File: src/rtl/opentdc_pkg.sv
// Shared register map, bit positions and the Wishbone FSM state type for the
// TDC event FIFO.
package opentdc_pkg;

    localparam logic [1:0] REG_DATA   = 2'd0;
    localparam logic [1:0] REG_STATUS = 2'd1;
    localparam logic [1:0] REG_CTRL   = 2'd2;
    localparam logic [1:0] REG_CLEAR  = 2'd3;

    localparam logic [31:0] EMPTY_MARKER = 32'hFFFF_FFFF;

    localparam int ST_FULL      = 0;
    localparam int ST_EMPTY     = 1;
    localparam int ST_LEVEL_LSB = 15;
    localparam int ST_OVF       = 22;
    localparam int ST_DROP_LSB  = 24;

    localparam int CT_FLUSH      = 0;
    localparam int CT_IRQ_EN     = 1;
    localparam int CT_THRESH_LSB = 2;

    typedef enum logic {
        S_IDLE = 1'b0,
        S_ACK  = 1'b1
    } wb_state_t;

    function automatic logic [31:0] pack_status(input logic [7:0] drops,
                                                input logic       ovf,
                                                input logic [6:0] lvl,
                                                input logic       emp,
                                                input logic       ful);
        logic [31:0] s;
        s = '0;
        s[ST_DROP_LSB +: 8]  = drops;
        s[ST_OVF]            = ovf;
        s[ST_LEVEL_LSB +: 7] = lvl;
        s[ST_EMPTY]          = emp;
        s[ST_FULL]           = ful;
        return s;
    endfunction

    function automatic logic [31:0] pack_ctrl(input logic [5:0] thresh,
                                              input logic       irq_en);
        logic [31:0] c;
        c = '0;
        c[CT_THRESH_LSB +: 6] = thresh;
        c[CT_IRQ_EN]          = irq_en;
        return c;
    endfunction

endpackage

File: src/rtl/opentdc_evfifo_mem.sv
// Event storage: one synchronous write port, one combinational read port.
// Contents are never reset; validity is tracked by the pointers in the top.
module opentdc_evfifo_mem #(
    parameter int DEPTH = 16,
    parameter int AW    = 4,
    parameter int W     = 32
) (
    input  logic          clk,
    input  logic          we,
    input  logic [AW-1:0] waddr,
    input  logic [W-1:0]  wdata,
    input  logic [AW-1:0] raddr,
    output logic [W-1:0]  rdata
);

    logic [W-1:0] mem [DEPTH];

    always_ff @(posedge clk) begin
        if (we) mem[waddr] <= wdata;
    end

    assign rdata = mem[raddr];

endmodule

File: src/rtl/opentdc_evfifo.sv
// TDC event FIFO with a Wishbone register window: queues {channel, timestamp}
// records, counts drops on overflow and raises a level interrupt.
module opentdc_evfifo
    import opentdc_pkg::*;
#(
    parameter int DEPTH = 16,
    parameter int CH_W  = 4,
    parameter int TS_W  = 28
) (
    input  logic            wb_clk_i,
    input  logic            rst_n_i,
    input  logic            ev_valid_i,
    input  logic [CH_W-1:0] ev_chan_i,
    input  logic [TS_W-1:0] ev_ts_i,
    input  logic            wbs_stb_i,
    input  logic            wbs_cyc_i,
    input  logic            wbs_we_i,
    input  logic [3:0]      wbs_sel_i,
    input  logic [31:0]     wbs_dat_i,
    input  logic [31:0]     wbs_adr_i,
    output logic            wbs_ack_o,
    output logic [31:0]     wbs_dat_o,
    output logic            irq_o
);

    localparam int AW = $clog2(DEPTH);

    wb_state_t   state, state_nxt;
    logic [AW:0] wr_ptr, rd_ptr, level;
    logic [6:0]  level7;
    logic        empty, full;
    logic [31:0] mem_rdata, rdata_nxt;
    logic [1:0]  reg_sel;
    logic        access, rd_acc, wr_acc;
    logic        pop, push, drop, flush, clear, ctrl_wr;
    logic [7:0]  drop_cnt;
    logic        ovf, irq_en;
    logic [5:0]  thresh, thresh_eff;
    logic        unused_bits;

    assign unused_bits = ^{wbs_adr_i[31:4], wbs_adr_i[1:0], wbs_sel_i[3:1], wbs_dat_i[31:8]};

    // Pointers carry one extra MSB so full and empty differ only in that bit.
    assign level  = wr_ptr - rd_ptr;
    assign level7 = 7'(level);
    assign empty  = (wr_ptr == rd_ptr);
    assign full   = (wr_ptr[AW] != rd_ptr[AW]) && (wr_ptr[AW-1:0] == rd_ptr[AW-1:0]);

    always_ff @(posedge wb_clk_i) begin
        if (!rst_n_i) state <= S_IDLE;
        else          state <= state_nxt;
    end

    // ACK always returns to IDLE, so a held strobe is acked every other cycle.
    always_comb begin
        state_nxt = state;
        case (state)
            S_IDLE:  if (wbs_stb_i && wbs_cyc_i) state_nxt = S_ACK;
            S_ACK:   state_nxt = S_IDLE;
            default: state_nxt = S_IDLE;
        endcase
    end

    assign wbs_ack_o = (state == S_ACK);

    assign reg_sel = wbs_adr_i[3:2];
    assign access  = (state == S_IDLE) && wbs_stb_i && wbs_cyc_i;
    assign rd_acc  = access && !wbs_we_i;
    assign wr_acc  = access && wbs_we_i;

    assign pop     = rd_acc && (reg_sel == REG_DATA) && !empty;
    assign ctrl_wr = wr_acc && (reg_sel == REG_CTRL) && wbs_sel_i[0];
    assign flush   = ctrl_wr && wbs_dat_i[CT_FLUSH];
    assign clear   = wr_acc && (reg_sel == REG_CLEAR);
    // A pop frees the slot the same cycle, so a full FIFO still accepts then.
    assign push    = ev_valid_i && !flush && (!full || pop);
    assign drop    = ev_valid_i && !flush && full && !pop;

    always_comb begin
        rdata_nxt = '0;
        case (reg_sel)
            REG_DATA:   rdata_nxt = empty ? EMPTY_MARKER : mem_rdata;
            REG_STATUS: rdata_nxt = pack_status(drop_cnt, ovf, level7, empty, full);
            REG_CTRL:   rdata_nxt = pack_ctrl(thresh, irq_en);
            default:    rdata_nxt = '0;
        endcase
    end

    assign thresh_eff = (thresh == 6'd0) ? 6'd1 : thresh;

    always_ff @(posedge wb_clk_i) begin
        if (!rst_n_i) begin
            wr_ptr    <= '0;
            rd_ptr    <= '0;
            drop_cnt  <= '0;
            ovf       <= 1'b0;
            irq_en    <= 1'b0;
            thresh    <= 6'd1;
            wbs_dat_o <= '0;
            irq_o     <= 1'b0;
        end else begin
            if (flush) begin
                wr_ptr <= '0;
                rd_ptr <= '0;
            end else begin
                if (push) wr_ptr <= wr_ptr + 1'b1;
                if (pop)  rd_ptr <= rd_ptr + 1'b1;
            end

            if (clear) begin
                drop_cnt <= '0;
                ovf      <= 1'b0;
            end else if (drop) begin
                ovf <= 1'b1;
                if (drop_cnt != 8'hFF) drop_cnt <= drop_cnt + 8'd1;
            end

            if (ctrl_wr) begin
                thresh <= wbs_dat_i[CT_THRESH_LSB +: 6];
                irq_en <= wbs_dat_i[CT_IRQ_EN];
            end

            if (rd_acc) wbs_dat_o <= rdata_nxt;

            irq_o <= irq_en && (level7 >= {1'b0, thresh_eff});
        end
    end

    opentdc_evfifo_mem #(
        .DEPTH (DEPTH),
        .AW    (AW),
        .W     (CH_W + TS_W)
    ) u_mem (
        .clk   (wb_clk_i),
        .we    (push),
        .waddr (wr_ptr[AW-1:0]),
        .wdata ({ev_chan_i, ev_ts_i}),
        .raddr (rd_ptr[AW-1:0]),
        .rdata (mem_rdata)
    );

endmodule

File: config.mk
export PLATFORM = sky130hd
export DESIGN_NAME = opentdc_evfifo
export DESIGN_NICKNAME = d
export VERILOG_FILES = /design/src/rtl/opentdc_pkg.sv /design/src/rtl/opentdc_evfifo_mem.sv /design/src/rtl/opentdc_evfifo.sv
export SDC_FILE = /design/constraint.sdc
export NUM_CORES = 1
export LEC_CHECK = 0
export ABC_AREA = 1
export ABC_CLOCK_PERIOD_IN_PS = 4100
export CAP_MARGIN = 20
export CORE_MARGIN = 2
export CORE_UTILIZATION = 60
export CTS_CLUSTER_SIZE = 24
export DETAILED_ROUTE_END_ITERATION = 12
export PLACE_DENSITY = 0.82
export SYNTH_ARGS = -nofsm -noshare
export SYNTH_HDL_FRONTEND = slang
export SYNTH_HIERARCHICAL = 1
export SYNTH_SLANG_ARGS = --single-unit
File: constraint.sdc
create_clock -name wb_clk_i -period 4.1 [get_ports wb_clk_i]
set_input_delay 0.82 -clock wb_clk_i [delete_from_list [all_inputs] [get_ports wb_clk_i]]
set_output_delay 0.82 -clock wb_clk_i [all_outputs]
set_load 0.005 [all_outputs]
# Word-level counts from Yosys, hierarchy flattened
# Memories as Yosys holds them, arrays and structs flattened. A register that Yosys moved wholly into a read port is not among the register bits.
# Index checks and enable logic that the tools add are counted.
[totals]
ff_bits = 60
ram_bits = 512
input_bits = 106
out_inout_bits = 34
wordCells = 61
mem_count = 1
[mem_list]
columns = ["name", "words", "width", "read_ports", "rd_clocked_by_memory_dff", "write_ports", "line", "text"]
rows = [
  ["u_mem.mem", 16, 32, 1, 1, 1, "opentdc_evfifo_mem.sv:16", "logic [W-1:0] mem [DEPTH];"],
]
[op_classes]
add_sub_neg = 4
magnitude_cmp = 1
eq_ne = 7
mux = 9
bitwise_logic = 2
n_reduce_logical = 28
[ops]
columns = ["cell", "n"]
rows = [
  ["$pmux 32 s3", 1],
  ["$mux 32", 1],
  ["$logic_and 1x1->1", 17],
  ["$add 5x1->5 const B", 2],
  ["$add 8x1->8 const B", 1],
  ["$mux 4", 2],
  ["$ne 8x8->1 const B", 1],
  ["$ge 5x6->1", 1],
  ["$logic_not 6->1", 1],
  ["$mux 6", 1],
  ["$eq 5x5->1", 1],
  ["$logic_not 1->1", 5],
  ["$sub 5x5->5", 1],
  ["$eq 2x2->1 const B", 2],
  ["$eq 4x4->1", 1],
  ["$reduce_or 2->1", 2],
  ["$mux 1", 3],
  ["$eq 2x1->1 const B", 1],
  ["$logic_not 2->1", 1],
  ["$not 1->1", 2],
  ["$pmux 1 s2", 1],
  ["$reduce_and 2->1", 1],
  ["$logic_or 1x1->1", 1],
  ["$ne 1x1->1", 1],
]

# Depth between registers and ports, before layout
[depth]
ltp_word = 12
mapped_depth = 14
mapped_depth_nobuf = 13

# Hierarchy
# Netlist, hierarchy kept.
[by_module_without_submodules]
columns = ["module", "instances", "cells_each", "area_each_um2", "seq_area_each_um2"]
rows = [
  ["opentdc_evfifo_mem", 1, 2088, 22089.9, 15374.7],
  ["opentdc_evfifo", 1, 414, 3044.2, 1201.2],
]

# Least setup slack after synthesis
# OpenSTA, ideal clock, no wires.
[synth_timing]
path_kind = "input to register"
startpoint = "input wbs_adr_i[3]"
endpoint = "memory u_mem.mem[12][0] (enable)"
setup_time_ps = 421
arrival_ps = 2964
required_time_ps = 3679
slack_ps = 715
path_stages = 7
path_buffers = 0
cell_sequence = "nor2_2 -> nand3_2 -> nand2_2 -> inv_2 -> nor2_8 -> nand3_1 -> nor2_1"
[synth_between]
elab_chain_cells = 9
elab_cells_between_ends = 13
cone_classes = "eq/ne (1); mux (2); reduce/logical (10)"
[synth_lines]
columns = ["element", "line", "text"]
rows = [
  ["start, declared", "opentdc_evfifo.sv:20", "input logic [31:0] wbs_adr_i,"],
  ["$eq 2x2->1", "opentdc_evfifo.sv:72", "assign ctrl_wr = wr_acc && (reg_sel == REG_CTRL) && wbs_sel_i[0];"],
  ["$logic_and 1x1->1 (2 in a row)", "opentdc_evfifo.sv:72", ""],
  ["$logic_and 1x1->1", "opentdc_evfifo.sv:73", "assign flush = ctrl_wr && wbs_dat_i[CT_FLUSH];"],
  ["$logic_not 1->1", "opentdc_evfifo.sv:76", "assign push = ev_valid_i && !flush && (!full || pop);"],
  ["$logic_and 1x1->1", "opentdc_evfifo.sv:76", ""],
  ["$logic_and 1x1->1 *", "opentdc_evfifo.sv:76", ""],
  ["named net push", "opentdc_evfifo.sv:35", "logic pop, push, drop, flush, clear, ctrl_wr;"],
  ["$mux 1 *", "opentdc_evfifo_mem.sv:19", "if (we) mem[waddr] <= wdata;"],
  ["$mux 1 (implied by the code) *", "opentdc_evfifo_mem.sv:19", ""],
  ["end, declared", "opentdc_evfifo_mem.sv:16", ""],
]
# The timed path passes the listed nets; every way through them passes the cells marked *.

# Final worst setup path
[layout_timing]
startpoint = "register wr_ptr[0]"
endpoint = "memory u_mem.mem[3][13] (enable)"
[layout_between]
elab_chain_cells = 7
elab_cells_between_ends = 10
cone_classes = "eq/ne (2); mux (2); reduce/logical (6)"
[layout_lines]
columns = ["element", "line", "text"]
rows = [
  ["start, declared", "opentdc_evfifo.sv:29", "logic [AW:0] wr_ptr, rd_ptr, level;"],
  ["start signal, assigned", "opentdc_evfifo.sv:106", "if (push) wr_ptr <= wr_ptr + 1'b1;"],
  ["$eq 5x5->1 / $eq 4x4->1 (equally long branches)", "opentdc_evfifo.sv:46, opentdc_evfifo.sv:47", ""],
  ["$logic_not 1->1 / $logic_and 1x1->1 (equally long branches)", "opentdc_evfifo.sv:71, opentdc_evfifo.sv:47", ""],
  ["$logic_and 1x1->1 / $logic_not 1->1 (equally long branches)", "opentdc_evfifo.sv:71, opentdc_evfifo.sv:76", ""],
  ["$logic_or 1x1->1 *", "opentdc_evfifo.sv:76", ""],
  ["$logic_and 1x1->1 *", "opentdc_evfifo.sv:76", ""],
  ["named net push", "opentdc_evfifo.sv:35", ""],
  ["$mux 1 *", "opentdc_evfifo_mem.sv:19", ""],
  ["$mux 1 (implied by the code) *", "opentdc_evfifo_mem.sv:19", ""],
]
# Marks and branches as above.

==> impl_metrics.py <==
metrics = {
    "min_path": {
        "min_path_type": "reg2reg",
    },
    "setup_path": {
        "cpMaxStageDelayCell": "nor2_4",
        "crit_arrival_ns": 3.31,
        "crit_type": "reg2reg",
        "worst-path-max-fanout": 19,
        "startpoint_type": "flip-flop",
        "cp_common_cell": "nand2_1",
        "path_cells": "inv_1 > ha_1 > nand2_1 > inv_1 > nand2_1 > nor2_1 > nand2_2 > inv_2 > nor2_8 > nand2_1 > nor2_4 > buf_12",
        "worstSetupEndpointType": "flip-flop",
        "required_ns": 4.41,
        "critical-path-max-stage-delay_ns": 0.51,
    },
    "placed_design": {
        "dp_hpwl_um": 34400,
        "numPlacedInstances": 3045,
        "numPortBuffers": 82,
        "place_congestion": 0.848,
        "place_ws_ns": 0.636,
    },
    "timing": {
        "fmax_mhz": 333,
        "drv_slew": 0,
        "hold_ws_ns": 0.464,
        "tns_ns": 0,
        "period_needed_ns": 3.00,
        "hold_viol": 0,
        "fin_skew_ns": 0.0134,
        "setup_viol": 0,
        "period_share_pct": 73.3,
        "grt_setup_unrepaired": "no",
        "worst_slew_pin_slew_ns": 1.08,
        "max_slew_margin_pct": 28.2,
        "fin_ws_ns": 1.10,
    },
    "cells_and_area": {
        "syn_to_final_growth_pct": 12.7,
        "multi_input_area_um2": 6300,
        "layout-drive-gt1-share_pct": 6.96,
        "fillers": 2695,
        "finish.net_count": 2689,
        "seq_area_um2": 16600,
        "final_cells": 3149,
    },
    "power": {
        "leakagePower_nw": 11.7,
        "p_int_mw": 9.45,
        "p_clk_share_pct": 42.3,
        "p_total_mw": 12.0,
        "ir_worst_vdd_mv": 0.377,
        "pwr-share-comb_pct": 4.0,
        "switching_share_pct": 21.0,
        "seqPwrFrac_pct": 53.7,
        "p_sw_mw": 2.52,
        "cellPowerDensity_nw_per_um2": 423,
    },
    "synth": {
        "syn_area_per_cell_um2": 10.0,
        "synth_cell_types": 39,
        "synthArstFlopShare_pct": 0,
        "postSynthCellCount": 2502,
        "synth_area_leaders": "edfxtp_1 61%, nand2_1 11%, nand3_1 8.3%, inv_1 6.2%, dfxtp_1 4.8%",
        "netlist_top_cells_count": "749 x nand2_1, 512 x edfxtp_1, 417 x inv_1",
        "syn_nets": 2621,
        "syn_area_um2": 25100,
        "synth_top_cell_area_share_pct": 61.2,
        "synth_seq_cells": 572,
        "synth_edf_count": 512,
        "synth.yosys.seq_area_share_pct": 65.9,
        "yosys.area.top_type": "edfxtp_1",
        "yosysWarnings": 6,
        "synth_ff_type": "edfxtp_1",
        "synthMostInstantiatedCell": "nand2_1",
    },
    "global_route": {
        "grt_pass1_vias": 18200,
        "grt_pass1_wl_um": 95600,
        "antenna_found_initial": 2,
        "grt_max_degree": 186,
        "grt_usage_pct": 28.4,
        "overflow": 0,
    },
    "floorplanning": {
        "die_area_um2": 43500,
        "num_rows": 74,
        "ios": 140,
        "die_x_um": 209,
        "coreArea_um2": 41100,
        "dieHeight_um": 209,
        "start_util_pct": 61.1,
    },
    "status": {
        "status": "finished clean",
    },
    "clock_network": {
        "insertion_delay_ns": 0.62,
        "cts_max_path_buffers": 3,
        "hold_buffers": 0,
        "numCtsBuffers": 55,
        "cts.sinks": 572,
        "cts_tree": "done",
        "post_cts_buffers": 0,
        "post_cts_resized": 0,
        "clk_pin_slew_worst_paths_ns": 0.06,
        "ctsHtreeMaxLevel": 2,
        "clockRootBuffer": "clkbuf_16",
    },
    "drt": {
        "detail-route-antenna-nets": 0,
        "post_drt_via_cell_ratio": 5.78,
        "wl_um": 61400,
        "num_vias": 18200,
        "dr.pass1.iters": 8,
        "drt-initial-drc-count": 2447,
        "drc": 0,
        "wire_per_inst_um": 19.5,
    },
    "flow_run": {
        "max_cap_viol_count": 0,
    },
}
registers in the layout (all words and copies together), names as in the netlist:
| signal | cells |
|---|---|
| drop_cnt | 8 |
| irq_en | 1 |
| irq_o | 1 |
| ovf | 1 |
| rd_ptr | 5 |
| thresh | 6 |
| u_mem/mem | 512 |
| wbs_ack_o | 1 |
| wbs_dat_o | 32 |
| wr_ptr | 5 |
layout make-up:
class                           count  area share [%]
Tap cell                          532            2.35
Multi-Input combinational cell   1383            22.2
Clock inverter                     27           0.852
Timing Repair Buffer              131            4.73
Sequential cell                   572            58.5
Antenna cell                        1         0.00883
Clock buffer                       76            5.60
Inverter                          427            5.69
logic make-up after synthesis:
family	share of synthesized area [%]
flops	65.9
compound gates	2.37
buf+inv	9.47
fa+ha+maj	0.677
xor+xnor	0.314
simple gates	21.2
critical path: cells and delay by family (launching register included):
kind	cells	cell delay, ns
fa+ha+maj	1	0.36
buf+inv	4	0.52
simple gates	7	1.32
flops	1	0.46
through the flow:
step / instance area, um^2 / utilization, %
floorplan: 25100 / -
CTS: 28300 / 68.9
finish: 28300 / 68.9
global route: 28300 / 68.9
detailed placement: 26500 / 64.5
global placement: 26500 / 64.5
path summary, 6_finish.rpt:
| path | depth (start not counted) | start | slack, ns | endpoint |
|---|---|---|---|---|
| worst max register to register | 12 | wr_ptr[0]$_SDFFE_PP0P_ | 1.10 | u_mem/mem[3][13]$_DFFE_PP_ |
| worst max-delay path | 12 | wr_ptr[0]$_SDFFE_PP0P_ | 1.10 | u_mem/mem[3][13]$_DFFE_PP_ |
| worst min-delay path | 2 | wbs_dat_o[7]$_SDFFE_PN0P_ | 0.46 | wbs_dat_o[7]$_SDFFE_PN0P_ |
| worst min register to register | 2 | wbs_dat_o[7]$_SDFFE_PN0P_ | 0.46 | wbs_dat_o[7]$_SDFFE_PN0P_ |
power by group through the flow:
stage	clock network [mW]	logic (mW)	registers, mW
global route	5.32	0.519	6.43
floorplan	0	0.227	6.55
global placement	0	0.443	6.55
detailed placement	0	0.463	6.55
CTS	5.11	0.470	6.43
finish	5.07	0.476	6.43
placed cells by master, fill, tap and decap left out, types with 34 or more instances in the layout:
master / instances
o21ai_0: 52
a21oi_1: 51
clkdlybuf4s50_1: 82
inv_1: 416
buf_4: 37
nand2_1: 749
edfxtp_1: 512
clkbuf_16: 56
nor2_1: 34
dfxtp_1: 56
nand3_1: 415
layer usage:
| metal | vias up | part of all wire [%] | global-route usage (%) |
|---|---|---|---|
| li1 | 8271 | - | - |
| met1 | 8615 | 37 | 35.4 |
| met2 | 1107 | 49 | 48.0 |
| met3 | 216 | 9.7 | 4.88 |
| met4 | 4 | 4.4 | 14.6 |
| met5 | - | 0.041 | 0 |
Note: power is estimated with default switching activity, not from simulation.
